[config.mk]
export PLATFORM = sky130hd
export DESIGN_NAME = sdram_port_arbiter_flat
export DESIGN_NICKNAME = d
export VERILOG_FILES = /design/src/rtl/sdram_port_arbiter_if.sv /design/src/rtl/sdram_port_arbiter.sv /design/src/flat_wrapper.sv
export SDC_FILE = /design/constraint.sdc
export NUM_CORES = 1
export LEC_CHECK = 0
export CAP_MARGIN = 0
export CORE_MARGIN = 1.5
export CORE_UTILIZATION = 29
export DETAILED_ROUTE_END_ITERATION = 12
export PLACE_DENSITY = 0.79
export REMOVE_ABC_BUFFERS = 1
export SETUP_SLACK_MARGIN = 0.3
export SLEW_MARGIN = 5
export SYNTH_ARGS = -nofsm -noshare
export SYNTH_HDL_FRONTEND = slang
export SYNTH_SLANG_ARGS = --single-unit
[constraint.sdc]
create_clock -name clk_clk -period 2.9 [get_ports clk_clk]
set_input_delay 0.87 -clock clk_clk [delete_from_list [all_inputs] [get_ports clk_clk]]
set_output_delay 0.87 -clock clk_clk [all_outputs]
set_load 0.05 [all_outputs]
[src/rtl/sdram_port_arbiter_if.sv]
// Avalon-MM bus bundle used on both sides of the SDRAM port arbiter.
// The requester drives the command fields; the responder drives waitrequest and read data.
interface sdram_port_arbiter_if #(
    parameter int ADDR_W = 24,
    parameter int DATA_W = 16
);
    logic [ADDR_W-1:0]   address;
    logic                read;
    logic                write;
    logic [DATA_W-1:0]   writedata;
    logic [DATA_W/8-1:0] byteenable;
    logic                waitrequest;
    logic [DATA_W-1:0]   readdata;
    logic                readdatavalid;

    modport master (
        output address, read, write, writedata, byteenable,
        input  waitrequest, readdata, readdatavalid
    );

    modport slave (
        input  address, read, write, writedata, byteenable,
        output waitrequest, readdata, readdatavalid
    );
endinterface

[src/rtl/sdram_port_arbiter.sv]
// Two-port Avalon-MM arbiter in front of the SDRAM controller: port 0 has fixed priority,
// port 1 is protected by a starvation counter, and read beats are routed back via a tag FIFO.
module sdram_port_arbiter #(
    parameter int ADDR_W       = 24,
    parameter int DATA_W       = 16,
    parameter int MAX_PENDING  = 4,
    parameter int STARVE_LIMIT = 8
) (
    input  logic                   clk_clk,
    input  logic                   reset_reset_n,
    sdram_port_arbiter_if.slave    m0,
    sdram_port_arbiter_if.slave    m1,
    sdram_port_arbiter_if.master   s,
    output logic                   rsp_error
);

    localparam int BE_W  = DATA_W / 8;
    localparam int PTR_W = $clog2(MAX_PENDING);
    localparam int CNT_W = PTR_W + 1;
    localparam int ST_W  = $clog2(STARVE_LIMIT + 1);

    localparam logic [CNT_W-1:0] FULL_CNT   = CNT_W'(MAX_PENDING);
    localparam logic [ST_W-1:0]  STARVE_MAX = ST_W'(STARVE_LIMIT);

    typedef enum logic [1:0] {
        IDLE  = 2'd0,
        HOLD0 = 2'd1,
        HOLD1 = 2'd2
    } state_e;

    state_e             state_q, state_d;
    logic [CNT_W-1:0]   count_q, count_d;
    logic [PTR_W-1:0]   wr_ptr_q, wr_ptr_d;
    logic [PTR_W-1:0]   rd_ptr_q, rd_ptr_d;
    logic [MAX_PENDING-1:0] tag_q, tag_d;
    logic [ST_W-1:0]    starve_q, starve_d;
    logic               rsp_error_q, rsp_error_d;

    logic [1:0] port_rd;
    logic [1:0] port_wr;
    logic [1:0] port_req;
    logic [1:0] port_elig;
    logic       rd_slot_free;

    logic       grant_valid;
    logic       grant_id;
    logic       cmd_rd;
    logic       cmd_wr;
    logic       accept;
    logic       push;
    logic       pop;
    logic       tag_out;

    logic [ADDR_W-1:0] sel_address;
    logic [DATA_W-1:0] sel_writedata;
    logic [BE_W-1:0]   sel_byteenable;

    assign port_rd      = {m1.read,  m0.read};
    assign port_wr      = {m1.write, m0.write};
    assign rd_slot_free = (count_q < FULL_CNT);

    // A read only competes while the registered pending count leaves room for its tag.
    for (genvar gi = 0; gi < 2; gi++) begin : g_port
        assign port_req[gi]  = port_rd[gi] | port_wr[gi];
        assign port_elig[gi] = port_wr[gi] | (port_rd[gi] & rd_slot_free);
    end

    // Arbitration and next-state logic.
    always_comb begin
        grant_valid = 1'b0;
        grant_id    = 1'b0;
        state_d     = IDLE;

        case (state_q)
            IDLE: begin
                if (port_elig[1] && (starve_q == STARVE_MAX)) begin
                    grant_valid = 1'b1;
                    grant_id    = 1'b1;
                end else if (port_elig[0]) begin
                    grant_valid = 1'b1;
                    grant_id    = 1'b0;
                end else if (port_elig[1]) begin
                    grant_valid = 1'b1;
                    grant_id    = 1'b1;
                end
            end
            HOLD0: begin
                grant_valid = port_req[0];
                grant_id    = 1'b0;
            end
            HOLD1: begin
                grant_valid = port_req[1];
                grant_id    = 1'b1;
            end
            default: begin
                grant_valid = 1'b0;
                grant_id    = 1'b0;
            end
        endcase

        cmd_rd = grant_valid & port_rd[grant_id];
        cmd_wr = grant_valid & port_wr[grant_id];
        accept = (cmd_rd | cmd_wr) & ~s.waitrequest;

        // A dropped request in HOLDn clears grant_valid, which lands us back in IDLE.
        if (grant_valid && !accept) begin
            state_d = grant_id ? HOLD1 : HOLD0;
        end
    end

    always_comb begin
        sel_address    = grant_id ? m1.address    : m0.address;
        sel_writedata  = grant_id ? m1.writedata  : m0.writedata;
        sel_byteenable = grant_id ? m1.byteenable : m0.byteenable;
    end

    // Command and response outputs; everything is forced quiet while reset is asserted.
    always_comb begin
        s.read       = reset_reset_n & cmd_rd;
        s.write      = reset_reset_n & cmd_wr;
        s.address    = grant_valid ? sel_address    : '0;
        s.writedata  = grant_valid ? sel_writedata  : '0;
        s.byteenable = grant_valid ? sel_byteenable : '0;

        m0.waitrequest = 1'b1;
        m1.waitrequest = 1'b1;
        if (reset_reset_n && grant_valid) begin
            if (grant_id) begin
                m1.waitrequest = s.waitrequest;
            end else begin
                m0.waitrequest = s.waitrequest;
            end
        end

        pop     = s.readdatavalid & (count_q != '0);
        tag_out = tag_q[rd_ptr_q];

        m0.readdatavalid = reset_reset_n & pop & ~tag_out;
        m1.readdatavalid = reset_reset_n & pop &  tag_out;
        m0.readdata      = s.readdata;
        m1.readdata      = s.readdata;
    end

    // Tag FIFO, starvation counter and error flag.
    always_comb begin
        push = accept & cmd_rd;

        tag_d    = tag_q;
        wr_ptr_d = wr_ptr_q;
        rd_ptr_d = rd_ptr_q;
        count_d  = count_q;

        if (push) begin
            tag_d[wr_ptr_q] = grant_id;
            wr_ptr_d        = wr_ptr_q + PTR_W'(1);
        end
        if (pop) begin
            rd_ptr_d = rd_ptr_q + PTR_W'(1);
        end
        case ({push, pop})
            2'b10:   count_d = count_q + CNT_W'(1);
            2'b01:   count_d = count_q - CNT_W'(1);
            default: count_d = count_q;
        endcase

        rsp_error_d = rsp_error_q | (s.readdatavalid & (count_q == '0));

        starve_d = starve_q;
        if (accept && grant_id) begin
            starve_d = '0;
        end else if (port_elig[1] && (starve_q != STARVE_MAX)) begin
            starve_d = starve_q + ST_W'(1);
        end
    end

    always_ff @(posedge clk_clk or negedge reset_reset_n) begin
        if (!reset_reset_n) begin
            state_q     <= IDLE;
            count_q     <= '0;
            wr_ptr_q    <= '0;
            rd_ptr_q    <= '0;
            tag_q       <= '0;
            starve_q    <= '0;
            rsp_error_q <= 1'b0;
        end else begin
            state_q     <= state_d;
            count_q     <= count_d;
            wr_ptr_q    <= wr_ptr_d;
            rd_ptr_q    <= rd_ptr_d;
            tag_q       <= tag_d;
            starve_q    <= starve_d;
            rsp_error_q <= rsp_error_d;
        end
    end

    assign rsp_error = rsp_error_q;

endmodule

[src/flat_wrapper.sv]
// flat-port wrapper written by rule: the top's interface ports become plain ports
module sdram_port_arbiter_flat 
#(
    parameter int ADDR_W       = 24,
    parameter int DATA_W       = 16,
    parameter int MAX_PENDING  = 4,
    parameter int STARVE_LIMIT = 8
)
  (clk_clk, reset_reset_n, rsp_error, m0_address, m0_read, m0_write, m0_writedata, m0_byteenable, m0_waitrequest, m0_readdata, m0_readdatavalid, m1_address, m1_read, m1_write, m1_writedata, m1_byteenable, m1_waitrequest, m1_readdata, m1_readdatavalid, s_address, s_read, s_write, s_writedata, s_byteenable, s_waitrequest, s_readdata, s_readdatavalid);
  sdram_port_arbiter_if #(.ADDR_W(ADDR_W), .DATA_W(DATA_W)) m0_i ();
  sdram_port_arbiter_if #(.ADDR_W(ADDR_W), .DATA_W(DATA_W)) m1_i ();
  sdram_port_arbiter_if #(.ADDR_W(ADDR_W), .DATA_W(DATA_W)) s_i ();
  input  logic clk_clk;
  input  logic reset_reset_n;
  output logic rsp_error;
  input wire logic [$bits(m0_i.address)-1:0] m0_address;
  input wire logic [$bits(m0_i.read)-1:0] m0_read;
  input wire logic [$bits(m0_i.write)-1:0] m0_write;
  input wire logic [$bits(m0_i.writedata)-1:0] m0_writedata;
  input wire logic [$bits(m0_i.byteenable)-1:0] m0_byteenable;
  output wire logic [$bits(m0_i.waitrequest)-1:0] m0_waitrequest;
  output wire logic [$bits(m0_i.readdata)-1:0] m0_readdata;
  output wire logic [$bits(m0_i.readdatavalid)-1:0] m0_readdatavalid;
  input wire logic [$bits(m1_i.address)-1:0] m1_address;
  input wire logic [$bits(m1_i.read)-1:0] m1_read;
  input wire logic [$bits(m1_i.write)-1:0] m1_write;
  input wire logic [$bits(m1_i.writedata)-1:0] m1_writedata;
  input wire logic [$bits(m1_i.byteenable)-1:0] m1_byteenable;
  output wire logic [$bits(m1_i.waitrequest)-1:0] m1_waitrequest;
  output wire logic [$bits(m1_i.readdata)-1:0] m1_readdata;
  output wire logic [$bits(m1_i.readdatavalid)-1:0] m1_readdatavalid;
  output wire logic [$bits(s_i.address)-1:0] s_address;
  output wire logic [$bits(s_i.read)-1:0] s_read;
  output wire logic [$bits(s_i.write)-1:0] s_write;
  output wire logic [$bits(s_i.writedata)-1:0] s_writedata;
  output wire logic [$bits(s_i.byteenable)-1:0] s_byteenable;
  input wire logic [$bits(s_i.waitrequest)-1:0] s_waitrequest;
  input wire logic [$bits(s_i.readdata)-1:0] s_readdata;
  input wire logic [$bits(s_i.readdatavalid)-1:0] s_readdatavalid;
  assign m0_i.address = m0_address;
  assign m0_i.read = m0_read;
  assign m0_i.write = m0_write;
  assign m0_i.writedata = m0_writedata;
  assign m0_i.byteenable = m0_byteenable;
  assign m0_waitrequest = m0_i.waitrequest;
  assign m0_readdata = m0_i.readdata;
  assign m0_readdatavalid = m0_i.readdatavalid;
  assign m1_i.address = m1_address;
  assign m1_i.read = m1_read;
  assign m1_i.write = m1_write;
  assign m1_i.writedata = m1_writedata;
  assign m1_i.byteenable = m1_byteenable;
  assign m1_waitrequest = m1_i.waitrequest;
  assign m1_readdata = m1_i.readdata;
  assign m1_readdatavalid = m1_i.readdatavalid;
  assign s_address = s_i.address;
  assign s_read = s_i.read;
  assign s_write = s_i.write;
  assign s_writedata = s_i.writedata;
  assign s_byteenable = s_i.byteenable;
  assign s_i.waitrequest = s_waitrequest;
  assign s_i.readdata = s_readdata;
  assign s_i.readdatavalid = s_readdatavalid;
  sdram_port_arbiter #(.ADDR_W(ADDR_W), .DATA_W(DATA_W), .MAX_PENDING(MAX_PENDING), .STARVE_LIMIT(STARVE_LIMIT)) u_core (.clk_clk(clk_clk), .reset_reset_n(reset_reset_n), .m0(m0_i), .m1(m1_i), .s(s_i), .rsp_error(rsp_error));
endmodule
==> results of run 1 <==
## through the flow
step                      setup TNS, ns  std cells  utilization (%)  hold slack (ns)  setup WS, ns
after floorplan                  -55.16        238                -            0.453         -1.22
after global placement           -27.42        504             57.8            0.445        -0.626
after detailed placement         -29.67        504             57.8            0.454        -0.717
after CTS                        -13.18        529             72.6            0.469        -0.360
after global routing             -15.32        535             76.4            0.488        -0.421
final                            -12.92        535             76.4            0.462        -0.383
## layer usage
metal | vias to the layer above | track usage [%] | share of wire, %
li1 | 1207 | - | -
met1 | 1357 | 28.6 | 34
met2 | 179 | 42.1 | 53
met3 | 40 | 7.82 | 8.5
met4 | 0 | 10.9 | 4.2
met5 | - | 1.30 | 0
## state kept, by name (all words and copies together) (netlist names)
register / count
u_core.count_q: 3
u_core.rd_ptr_q: 2
u_core.rsp_error: 1
u_core.starve_q: 4
u_core.state_q: 2
u_core.tag_q: 4
u_core.wr_ptr_q: 2
## logic make-up (layout without fill, tap and decap cells)
logic type / after synthesis / in the layout
compound gates: 64 / 64
xor+xnor: 9 / 9
simple gates: 123 / 123
fa+ha+maj: 8 / 8
buf+inv: 62 / 214
flops: 18 / 18
mux: 3 / 3
## critical path: stages
cell and delay (ns):
buf_2 0.15, a21o_1 0.21, a21oi_4 0.18, or2_2 0.20, buf_12 0.21, nand2_1 0.17
a21oi_4 0.24, buf_12 0.16
## cells in the final DEF (no fill, tap or decap), drive strengths merged, types with 3 or more instances in the layout
| master | n |
|---|---|
| a41oi | 4 |
| xnor2 | 5 |
| nor2b | 5 |
| nand2 | 92 |
| o21ai | 3 |
| nand3 | 4 |
| clkdlybuf4s50 | 86 |
| buf | 108 |
| xor2 | 4 |
| a21oi | 48 |
| ha | 7 |
| dfrtp | 18 |
| inv | 13 |
| a31o | 3 |
| nor2 | 12 |
| clkbuf | 5 |
## path summary, 6_finish.rpt
kind,slack (ns),to
max,-0.38,s_address[16]
min reg2reg,0.46,u_core.rsp_error
min in group asynchronous,0.69,u_core.rsp_error
max reg2reg,0.12,u_core.count_q[2]
max in group asynchronous,1.90,u_core.rd_ptr_q[0]
min,0.46,u_core.rsp_error
## synth_stat cells, types with 2 or more instances
cell type  count
buf_6          2
xnor2_1        5
dfrtp_1       18
a21oi_2       10
buf_12         2
nand2_1       82
a41oi_2        3
nand2b_1       2
nand2_2       10
xor2_1         4
clkbuf_1       6
a31o_1         3
a21o_1         2
inv_1         12
ha_1           7
nor2b_1        4
nand3_1        4
nor2_1        10
buf_2          6
a21oi_1       37
nor2_2         2
mux2i_1        2
o21ai_1        2
buf_4         33
## power by group through the flow
stage	Clock (uW)	Combinational (uW)	Sequential [uW]
4_1_cts	210	4240	474
3_5_place_dp	0	3390	479
5_1_grt	228	4730	496
2_1_floorplan	0	1720	480
3_3_place_gp	0	3330	471
6_report	210	4590	486
## what timing repair did
action,4_1_cts,5_1_grt
pin swaps,78,59
setup buffers,17,5
resized for setup,180,42
setup endpoints to repair,52,48
cloned,4,1
## cell type report
cell class / count / area (um2) / share of cell area, %
inverter: 13 / 51.3 / 0.972
clock buffer: 4 / 55.1 / 1.04
timing repair buffer: 197 / 2550 / 48.3
tap: 96 / 120 / 2.27
multi-input combinational: 207 / 2050 / 38.9
sequential: 18 / 450 / 8.53
==> results.ini, run 1 <==
[timing]
worst_pin_slew_ns = 0.487
clock.fmax_mhz = 305
clock_skew_ns = 0.00747
drv_slew = 0
setup_violations = 47
period_needed_ns = 3.28
finalCritPeriodShare_pct = 113
finalWorstSetupSlack_ns = -0.383
relSlewSlack_pct = 67.4
hold_violations = 0
grt_setup_unrepaired = true

[power]
p_seq_share_pct = 9.2
intPower_uw = 2650
power_uw = 5280
powerDensity_nw_per_um2 = 1000
sw_frac_of_total_pct = 49.9
p_leak_uw = 0.00234
p_comb_share_pct = 86.8
clkPwrFrac_pct = 4.0
switchingPower_uw = 2630
ir_worst_vdd_v = 0.000510

[routing]
drc = 0
drt_iter0_markers = 118
routed_wl_um = 11600
ant_nets = 0
wl_per_cell_um = 21.7
first_pass_iters = 5
vias = 2783
via_per_inst = 5.20

[logic_synthesis]
yosysSeqAreaShare_pct = 21.4
syn_area_per_cell_um2 = 7.32
yosys.area.top_type = dfrtp_1
synth_xor_area_share_pct = 3.75
muxShareOfSynthArea_pct = 2.03
async_reset_ff_share_pct = 100
ys_ff_latch = 18
syn_area_um2 = 2100
synth_top_area_share_pct = 21.4
synth_ff_type = dfrtp_1
synth_cells = 287
synthSimpleGateAreaFrac_pct = 26.5
ys_types = 43
synth_adder_area_share_pct = 5.12
synth_top_family_by_area = simple AND/OR/NAND/NOR gates
synth_compound_area_share_pct = 21.6
yosysWarnings = 0
synthTopCellsByArea = dfrtp_1, nand2_1, buf_4
synth_edf_count = 0

[layout]
num-nets-final = 556
fill_cells = 391
n_antenna_cell = 0
stdcell_area_um2 = 5280
syn_to_final_growth_pct = 151
drive_gt1_share_pct = 54.4

[global_route]
grt_pass1_vias = 2837
grt_max_degree = 33
grt_pass1_wl_um = 14700
grt_usage_pct = 24.8
grt_overflow_total = 0
antenna_found_initial = 0

[worst_setup_path]
rr_worst_depth = 15
required_ns = 2.03
endpoint_kind = output port
timing.rr.start = u_core.starve_q[0]
cp-start-kind = primary input
cp-startpoint = m1_write
cp_max_fo = 32
path_class = in -> out
worstPathArrival_ns = 2.41

[clock_tree]
cts_sinks = 18
cts_buffers = 3
hold_buffers = 0
cts_buffer_depth = 2
clk_latency_ns = 0.26
tritoncts = yes
clk_pin_slew_worst_paths_ns = 0.07
htreeDepth = 1
cts-root-buf = clkbuf_8

[placed_design]
dp_hpwl_um = 6510
gp_congestion = 0.894
numPortBuffers = 140
place_area_um2 = 4000

[hold_path]
hold_path_depth = 1
hold_start = u_core.rsp_error
hold_class = reg -> reg

[job]
cap_viol_max_count = 0

[die]
start_util_pct = 30.4
coreArea_um2 = 6910
num_rows = 30
dieArea_um2 = 7760
io_pins = 189
fp.dieH_um = 88.1
die_w_um = 88.1

[run_status]
outcome = complete, but fails checks
violations = setup timing

(Power assumes the default switching activity.)
==> inputs of run 2 (changes only) <==
--- a/config.mk
+++ b/config.mk
@@ -5,14 +5,14 @@
 export SDC_FILE = /design/constraint.sdc
 export NUM_CORES = 1
 export LEC_CHECK = 0
+export ABC_AREA = 1
 export CAP_MARGIN = 0
 export CORE_MARGIN = 1.5
-export CORE_UTILIZATION = 29
+export CORE_UTILIZATION = 28
 export DETAILED_ROUTE_END_ITERATION = 12
-export PLACE_DENSITY = 0.79
+export PLACE_DENSITY = 0.78
 export REMOVE_ABC_BUFFERS = 1
 export SETUP_SLACK_MARGIN = 0.3
-export SLEW_MARGIN = 5
 export SYNTH_ARGS = -nofsm -noshare
 export SYNTH_HDL_FRONTEND = slang
 export SYNTH_SLANG_ARGS = --single-unit
==> run 2 against run 1 <==
  * The run still ends with setup timing left
  * Setup slack better by 0.17 ns
  * Maximum frequency is 5.6% higher
  * Wire length is 11% lower
  * Count of clock-buffer cells in the layout stayed put
  * Cell area is 6.8% lower
  * Critical path type unchanged
  * Critical endpoint is now s_address[14]
  * Largest power group unchanged
==> results.ini, run 2 <==
[run_status]
outcome = complete, but fails checks
violations = setup timing

[die]
num_rows = 30  ; unchanged
start_util_pct = 29.2  ; -1.2 points
die_w_um = 87.4  ; -0.78%
fp.dieH_um = 87.4  ; -0.78%
io_pins = 189  ; unchanged
dieArea_um2 = 7640  ; -1.5%
coreArea_um2 = 6830  ; -1.1%

[worst_setup_path]
crit_path_top_delay_cell = nor2_1
cpMostUsedCell = nand2_2
cp_max_fo = 16  ; -50%
required_ns = 2.03  ; about the same
endpoint_kind = output port
path_buf_inv = 5  ; +2
cp-startpoint = m1_write
path_class = in -> out
rr_worst_depth = 16  ; +1
cp.depth = 12  ; +4
cp-start-kind = primary input
r2r_slack_ns = 0.23  ; +0.11 ns
timing.rr.start = u_core.starve_q[0]
worstPathArrival_ns = 2.24  ; -0.17 ns
crit_family = simple AND/OR/NAND/NOR gates
slowest_delay_ns = 0.22  ; -0.02 ns
crit_chain = buf_6 -> inv_2 -> nand2_2 -> nand2_2 -> nor2_2 -> nand2_2 -> nand2_4 -> inv_4 -> buf_8 -> nor2_1 -> nor2_4 -> buf_12

[power]
powerDensity_nw_per_um2 = 1390  ; +39%
p_leak_uw = 0.00216  ; -7.7%
switchingPower_uw = 3430  ; +30%
sw_frac_of_total_pct = 50.1  ; +0.23 points
intPower_uw = 3420  ; +29%
p_comb_share_pct = 90.3  ; +3.5 points
clkPwrFrac_pct = 3.2  ; -0.8 points
p_seq_share_pct = 6.6  ; -2.6 points
ir_worst_vdd_v = 0.00103  ; +100%

[logic_synthesis]
synth_cells = 324  ; +13%
async_reset_ff_share_pct = 100  ; unchanged
synthTopCellsByArea = dfrtp_1, nor2_1, buf_4
synth_edf_count = 0  ; unchanged
yosysSeqAreaShare_pct = 22.6  ; +1.1 points
synth_commonest_cells = nor2_1, nand2_1, buf_4, o21ai_0, inv_1
syn_area_um2 = 2000  ; -5.0%
yosysMostFrequentCell = nor2_1
synth_top_area_share_pct = 22.6  ; +1.1 points
ys_ff_latch = 18  ; unchanged
syn_area_per_cell_um2 = 6.16  ; -16%
ys_types = 28  ; -35%
yosys.area.top_type = dfrtp_1
synth_ff_type = dfrtp_1
yosysWarnings = 0  ; unchanged

[clock_tree]
tritoncts = yes
cts-root-buf = clkbuf_8
cts_sinks = 18  ; unchanged
clk_pin_slew_worst_paths_ns = 0.07  ; about the same
hold_buffers = 0  ; unchanged
cts_buffer_depth = 2  ; unchanged
htreeDepth = 1  ; unchanged
cts_buffers = 3  ; unchanged
clk_latency_ns = 0.26  ; about the same

[routing]
drc = 0  ; unchanged
via_per_inst = 4.89  ; -5.9%
routed_wl_um = 10300  ; -11%
ant_nets = 0  ; unchanged
vias = 2799  ; +0.57%
drt_iter0_markers = 126  ; +6.8%
first_pass_iters = 4  ; -1
wl_per_cell_um = 18.1  ; -17%

[timing]
drv_slew = 0  ; unchanged
clock_skew_ns = 0.00649  ; -0.000984 ns
period_needed_ns = 3.11  ; -0.173 ns
setup_violations = 46  ; -2.1%
clock.fmax_mhz = 322  ; +5.6%
finalCritPeriodShare_pct = 107  ; -6.0 points
grt_setup_unrepaired = true
relSlewSlack_pct = 67.5  ; +0.083 points
hold_violations = 0  ; unchanged
finalWorstSetupSlack_ns = -0.210  ; +0.173 ns
worst_pin_slew_ns = 0.486  ; -0.00124 ns

[hold_path]
hold_start = u_core.tag_q[2]
hold_class = reg -> reg
hold_path_depth = 2  ; +1

[layout]
drive_gt1_share_pct = 47.1  ; -7.4 points
final_cells = 572  ; +6.9%
final_common_cell = clkdlybuf4s50_1
reg.largest.list = u_core.starve_q: 4 flops, u_core.tag_q: 4 flops, u_core.count_q: 3 flops
stdcell_area_um2 = 4920  ; -6.8%
syn_to_final_growth_pct = 147
n_antenna_cell = 0  ; unchanged
final_util_pct = 72.1  ; -4.4 points
num-nets-final = 593  ; +6.7%
final_cell_mix = clkdlybuf4s50_1, buf_12, nor2_1, nor2_2, nand2_1

[global_route]
grt_max_degree = 23  ; -30%
antenna_found_initial = 0  ; unchanged
grt_pass1_wl_um = 15000  ; +2.3%
grt_pass1_vias = 2925  ; +3.1%
grt_usage_pct = 26.0  ; +1.2 points
grt_overflow_total = 0  ; unchanged

[placed_design]
dp_hpwl_um = 7010  ; +7.7%
dpl.cell_count = 537  ; +6.5%
place_area_um2 = 3900  ; -2.4%
gp_congestion = 0.889  ; -0.59%
numPortBuffers = 140  ; unchanged

[job]
cap_viol_max_count = 0  ; unchanged

==> run 2: changes by cell type in the layout (fill, tap and decap cells not counted), sizes merged, moves of 10 or more <==
cell,delta
nor2,+83
nand2,-44
a21oi,-43
o21ai,+42
inv,+14
nand3,+10
==> run 2: final timing paths <==
check / endpoint
max: s_address[14]
min: u_core.tag_q[2]
max reg2reg: u_core.count_q[2]
min reg2reg: u_core.tag_q[2]
max in group asynchronous: u_core.tag_q[1]
min in group asynchronous: u_core.count_q[2]
==> run 2: per-stage QoR <==
step | TNS (ns) | hold slack (ns) | setup WS [ns] | total power, uW
2_1_floorplan | -23.33 | 0.442 | -0.648 | 2710
3_3_place_gp | -20.90 | 0.459 | -0.509 | 5040
6_report | -6.34 | 0.476 | -0.210 | 6840
3_5_place_dp | -21.93 | 0.462 | -0.516 | 5110
5_1_grt | -9.61 | 0.500 | -0.296 | 7140
4_1_cts | -1.99 | 0.482 | -0.107 | 6370
==> run 2: repair_timing <==
item | CTS | global route
setup endpoints to repair | 51 | 55
pin swaps | 39 | 32
gates resized for setup | 169 | 46
cloned | 4 | 1
setup buffers | 22 | 4
==> run 2: layer usage <==
| layer | GRT usage (%) | vias up | share of wire (%) |
|---|---|---|---|
| li1 | - | 1291 | - |
| met1 | 29.4 | 1319 | 37 |
| met2 | 43.4 | 167 | 48 |
| met3 | 12.8 | 22 | 13 |
| met4 | 6.78 | 0 | 2.0 |
| met5 | 1.40 | - | 0 |
==> run 2: area by class of cell <==
class	instances	area, um2
clock buffer	4	55.1
fill	449	1910
inverter	27	104
multi-input combinational	231	1590
sequential	18	450
tap	96	120
timing repair buffer	196	2600
==> run 2: cell families (layout without fill, tap and decap cells) <==
family,Yosys count,count (layout),synth area share [%]
AOI/OAI and AO/OA,52,52,13.6
xor gates and xnor gates,4,4,1.76
adders and majority gates,8,8,5.39
buffers and inverters,75,227,21.9
DFF,18,18,22.6
and+or+nand+nor,167,167,34.7
==> run 2: power by group through the flow <==
stage	combinational (uW)	sequential, uW	clock [uW]
after floorplan	2280	433	0
after global placement	4600	440	0
after detailed placement	4670	447	0
after CTS	5710	446	214
after global routing	6450	461	229
final	6180	450	216
==> run 2: worst min-delay path, cell delays in order (launching register included) <==
cell and delay, ns:
dfrtp_1 0.35, nand2_1 0.05, nand2_1 0.04
==> inputs of run 3 (changes only) <==
--- a/config.mk
+++ b/config.mk
@@ -5,13 +5,11 @@
 export SDC_FILE = /design/constraint.sdc
 export NUM_CORES = 1
 export LEC_CHECK = 0
-export ABC_AREA = 1
 export CAP_MARGIN = 0
-export CORE_MARGIN = 1.5
-export CORE_UTILIZATION = 28
+export CORE_MARGIN = 10
+export CORE_UTILIZATION = 29
 export DETAILED_ROUTE_END_ITERATION = 12
-export PLACE_DENSITY = 0.78
-export REMOVE_ABC_BUFFERS = 1
+export PLACE_DENSITY = 0.79
 export SETUP_SLACK_MARGIN = 0.3
 export SYNTH_ARGS = -nofsm -noshare
 export SYNTH_HDL_FRONTEND = slang
==> run 3 against run 2 <==
  * Via count is 10% lower
  * Critical path depth is 1 lower
  * Sequential cell count stayed put
  * Cell area is 0.92% lower
  * Total power is 30% lower
  * Global-route usage is 9.6 points lower
  * Core utilization is 1.4 points lower
  * Wire length is 4.7% lower
  * Cell count is 7.5% lower
  * Count of clock-buffer cells in the layout stayed put
  * Sequential share of layout area is 0.085 points higher
  * The flow still finishes with violations (setup timing)
  * Maximum frequency is 3.1% lower
  * Critical path type unchanged
==> results.ini, run 3 (synthesis gave the netlist of run 1 again) <==
[run_status]
outcome = complete, but fails checks
violations = setup timing

[placed_design]
gp_congestion = 0.771  ; -13%
place_ws_ns = -0.776  ; -0.260 ns
place_area_um2 = 4220  ; +8.3%
dpl.cell_count = 504  ; -6.1%
dp_hpwl_um = 7290  ; +3.9%
numPortBuffers = 140  ; unchanged

[die]
coreArea_um2 = 6910  ; +1.1%
num_rows = 30  ; unchanged
fp.dieH_um = 105  ; +20%
io_pins = 189  ; unchanged
dieArea_um2 = 11000  ; +45%
die_w_um = 105  ; +20%
start_util_pct = 30.4  ; +1.2 points

[clock_tree]
cts_buffers = 3  ; unchanged
cts_buffer_depth = 2  ; unchanged
hold_buffers = 0  ; unchanged
cts_sinks = 18  ; unchanged
tritoncts = yes
cts-root-buf = clkbuf_8
htreeDepth = 1  ; unchanged
clk_pin_slew_worst_paths_ns = 0.07  ; about the same
clk_latency_ns = 0.26  ; about the same

[layout]
final_cell_mix = clkdlybuf4s50_1, nand2_1, a21oi_4, buf_4, buf_12
final_cells = 529  ; -7.5%
final_common_cell = clkdlybuf4s50_1
stdcell_area_um2 = 4880  ; -0.92%
drive_gt1_share_pct = 50.8  ; +3.7 points
n_antenna_cell = 0  ; unchanged
final_util_pct = 70.6  ; -1.4 points
syn_to_final_growth_pct = 132
reg.largest.list = u_core.starve_q: 4 flops, u_core.tag_q: 4 flops, u_core.count_q: 3 flops
num-nets-final = 550  ; -7.3%

[timing]
drv_slew = 0  ; unchanged
relSlewSlack_pct = 65.8  ; -1.7 points
finalCritPeriodShare_pct = 111  ; +3.4 points
hold_violations = 0  ; unchanged
worst_pin_slew_ns = 0.511  ; +0.0248 ns
clock_skew_ns = 0.00546  ; -0.00103 ns
grt_setup_unrepaired = true
setup_violations = 46  ; unchanged
period_needed_ns = 3.21  ; +0.0988 ns
finalWorstSetupSlack_ns = -0.309  ; -0.0988 ns
clock.fmax_mhz = 312  ; -3.1%

[power]
powerDensity_nw_per_um2 = 978  ; -30%
p_leak_uw = 0.00207  ; -4.3%
ir_worst_vdd_v = 0.000576  ; -44%
power_uw = 4770  ; -30%

[worst_setup_path]
crit_chain = buf_8 -> buf_6 -> o21ai_4 -> a21oi_4 -> buf_6 -> nor2_4 -> buf_6 -> clkbuf_16 -> nand2_1 -> a21oi_4 -> buf_12
timing.rr.start = u_core.starve_q[0]
rr_worst_depth = 16  ; unchanged
worstPathArrival_ns = 2.34  ; +0.10 ns
endpoint_kind = output port
required_ns = 2.03  ; about the same
r2r_slack_ns = 0.22  ; about the same
slowest_delay_ns = 0.18  ; -0.04 ns
cp_max_fo = 8  ; -8
path_class = in -> out
r2r_end = u_core.count_q[2]
crit_path_top_delay_cell = buf_6
cp-start-kind = primary input
cpMostUsedCell = buf_6

[routing]
ant_nets = 0  ; unchanged
first_pass_iters = 4  ; unchanged
drc = 0  ; unchanged
drt_iter0_markers = 142  ; +13%
routed_wl_um = 9860  ; -4.7%
via_per_inst = 4.75  ; -2.9%
vias = 2514  ; -10%
wl_per_cell_um = 18.6  ; +3.1%

[hold_path]
hold_start = u_core.rsp_error
hold_path_depth = 1  ; -1
hold_class = reg -> reg
hold_path_end = u_core.rsp_error

[global_route]
grt_pass1_vias = 2774  ; -5.2%
grt_max_degree = 31  ; +35%
grt_usage_pct = 16.4  ; -9.6 points
grt_overflow_total = 0  ; unchanged
grt_pass1_wl_um = 15000  ; -0.41%
antenna_found_initial = 0  ; unchanged

[logic_synthesis]
syn_nets = 403

[job]
cap_viol_max_count = 0  ; unchanged

==> run 3: layout make-up <==
| type | instances | area [um2] |
|---|---|---|
| clock buffer | 4 | 55.1 |
| fill | 493 | 2030 |
| inverter | 13 | 48.8 |
| multi-input combinational | 207 | 1930 |
| sequential | 18 | 450 |
| tap | 96 | 120 |
| timing repair buffer | 191 | 2270 |
==> run 3: power breakdown <==
part           switching [uW]  leakage, uW  internal, uW
Combinational            2230      0.00182          1850
Clock                    92.1    0.0000288           121
Sequential                102     0.000219           371
==> run 3: worst max path at each step <==
| stage | startpoint | endpoint | slack (ns) |
|---|---|---|---|
| 2_1_floorplan | m1_read | s_address[10] | -0.22 |
| 3_3_place_gp | m0_read | s_writedata[15] | -0.73 |
| 3_5_place_dp | m0_read | s_address[5] | -0.78 |
| 4_1_cts | m0_read | s_address[1] | -0.33 |
| 5_1_grt | m0_read | s_writedata[9] | -0.38 |
| 6_report | m0_write | s_address[11] | -0.31 |
==> run 3: critical path, delay by kind of cell <==
kind                   cells  cell delay [ns]
buffers and inverters      6             0.84
AOI/OAI and AO/OA          3             0.39
and+or+nand+nor            2             0.22
==> run 3: timing repair <==
item                                    CTS  global route
gates cloned                              1             3
pin swaps                                31            21
resized for setup                       103            19
setup buffers                            12             5
endpoints found under the setup margin   54            48
==> run 3: through the flow <==
step,TNS [ns],hold WS (ns)
final,-11.70,0.466
after global routing,-14.47,0.491
after CTS,-12.64,0.464
after detailed placement,-34.56,0.448
after global placement,-32.74,0.439
after floorplan,-9.71,0.453
==> run 3: layer usage <==
metal  vias up  track usage (%)  part of all wire [%]
li1       1197                -                     -
met1      1192             17.7                    38
met2       105             31.5                    54
met3        20             4.18                   7.0
met4         0             2.65                   1.3
met5         -                0                     0
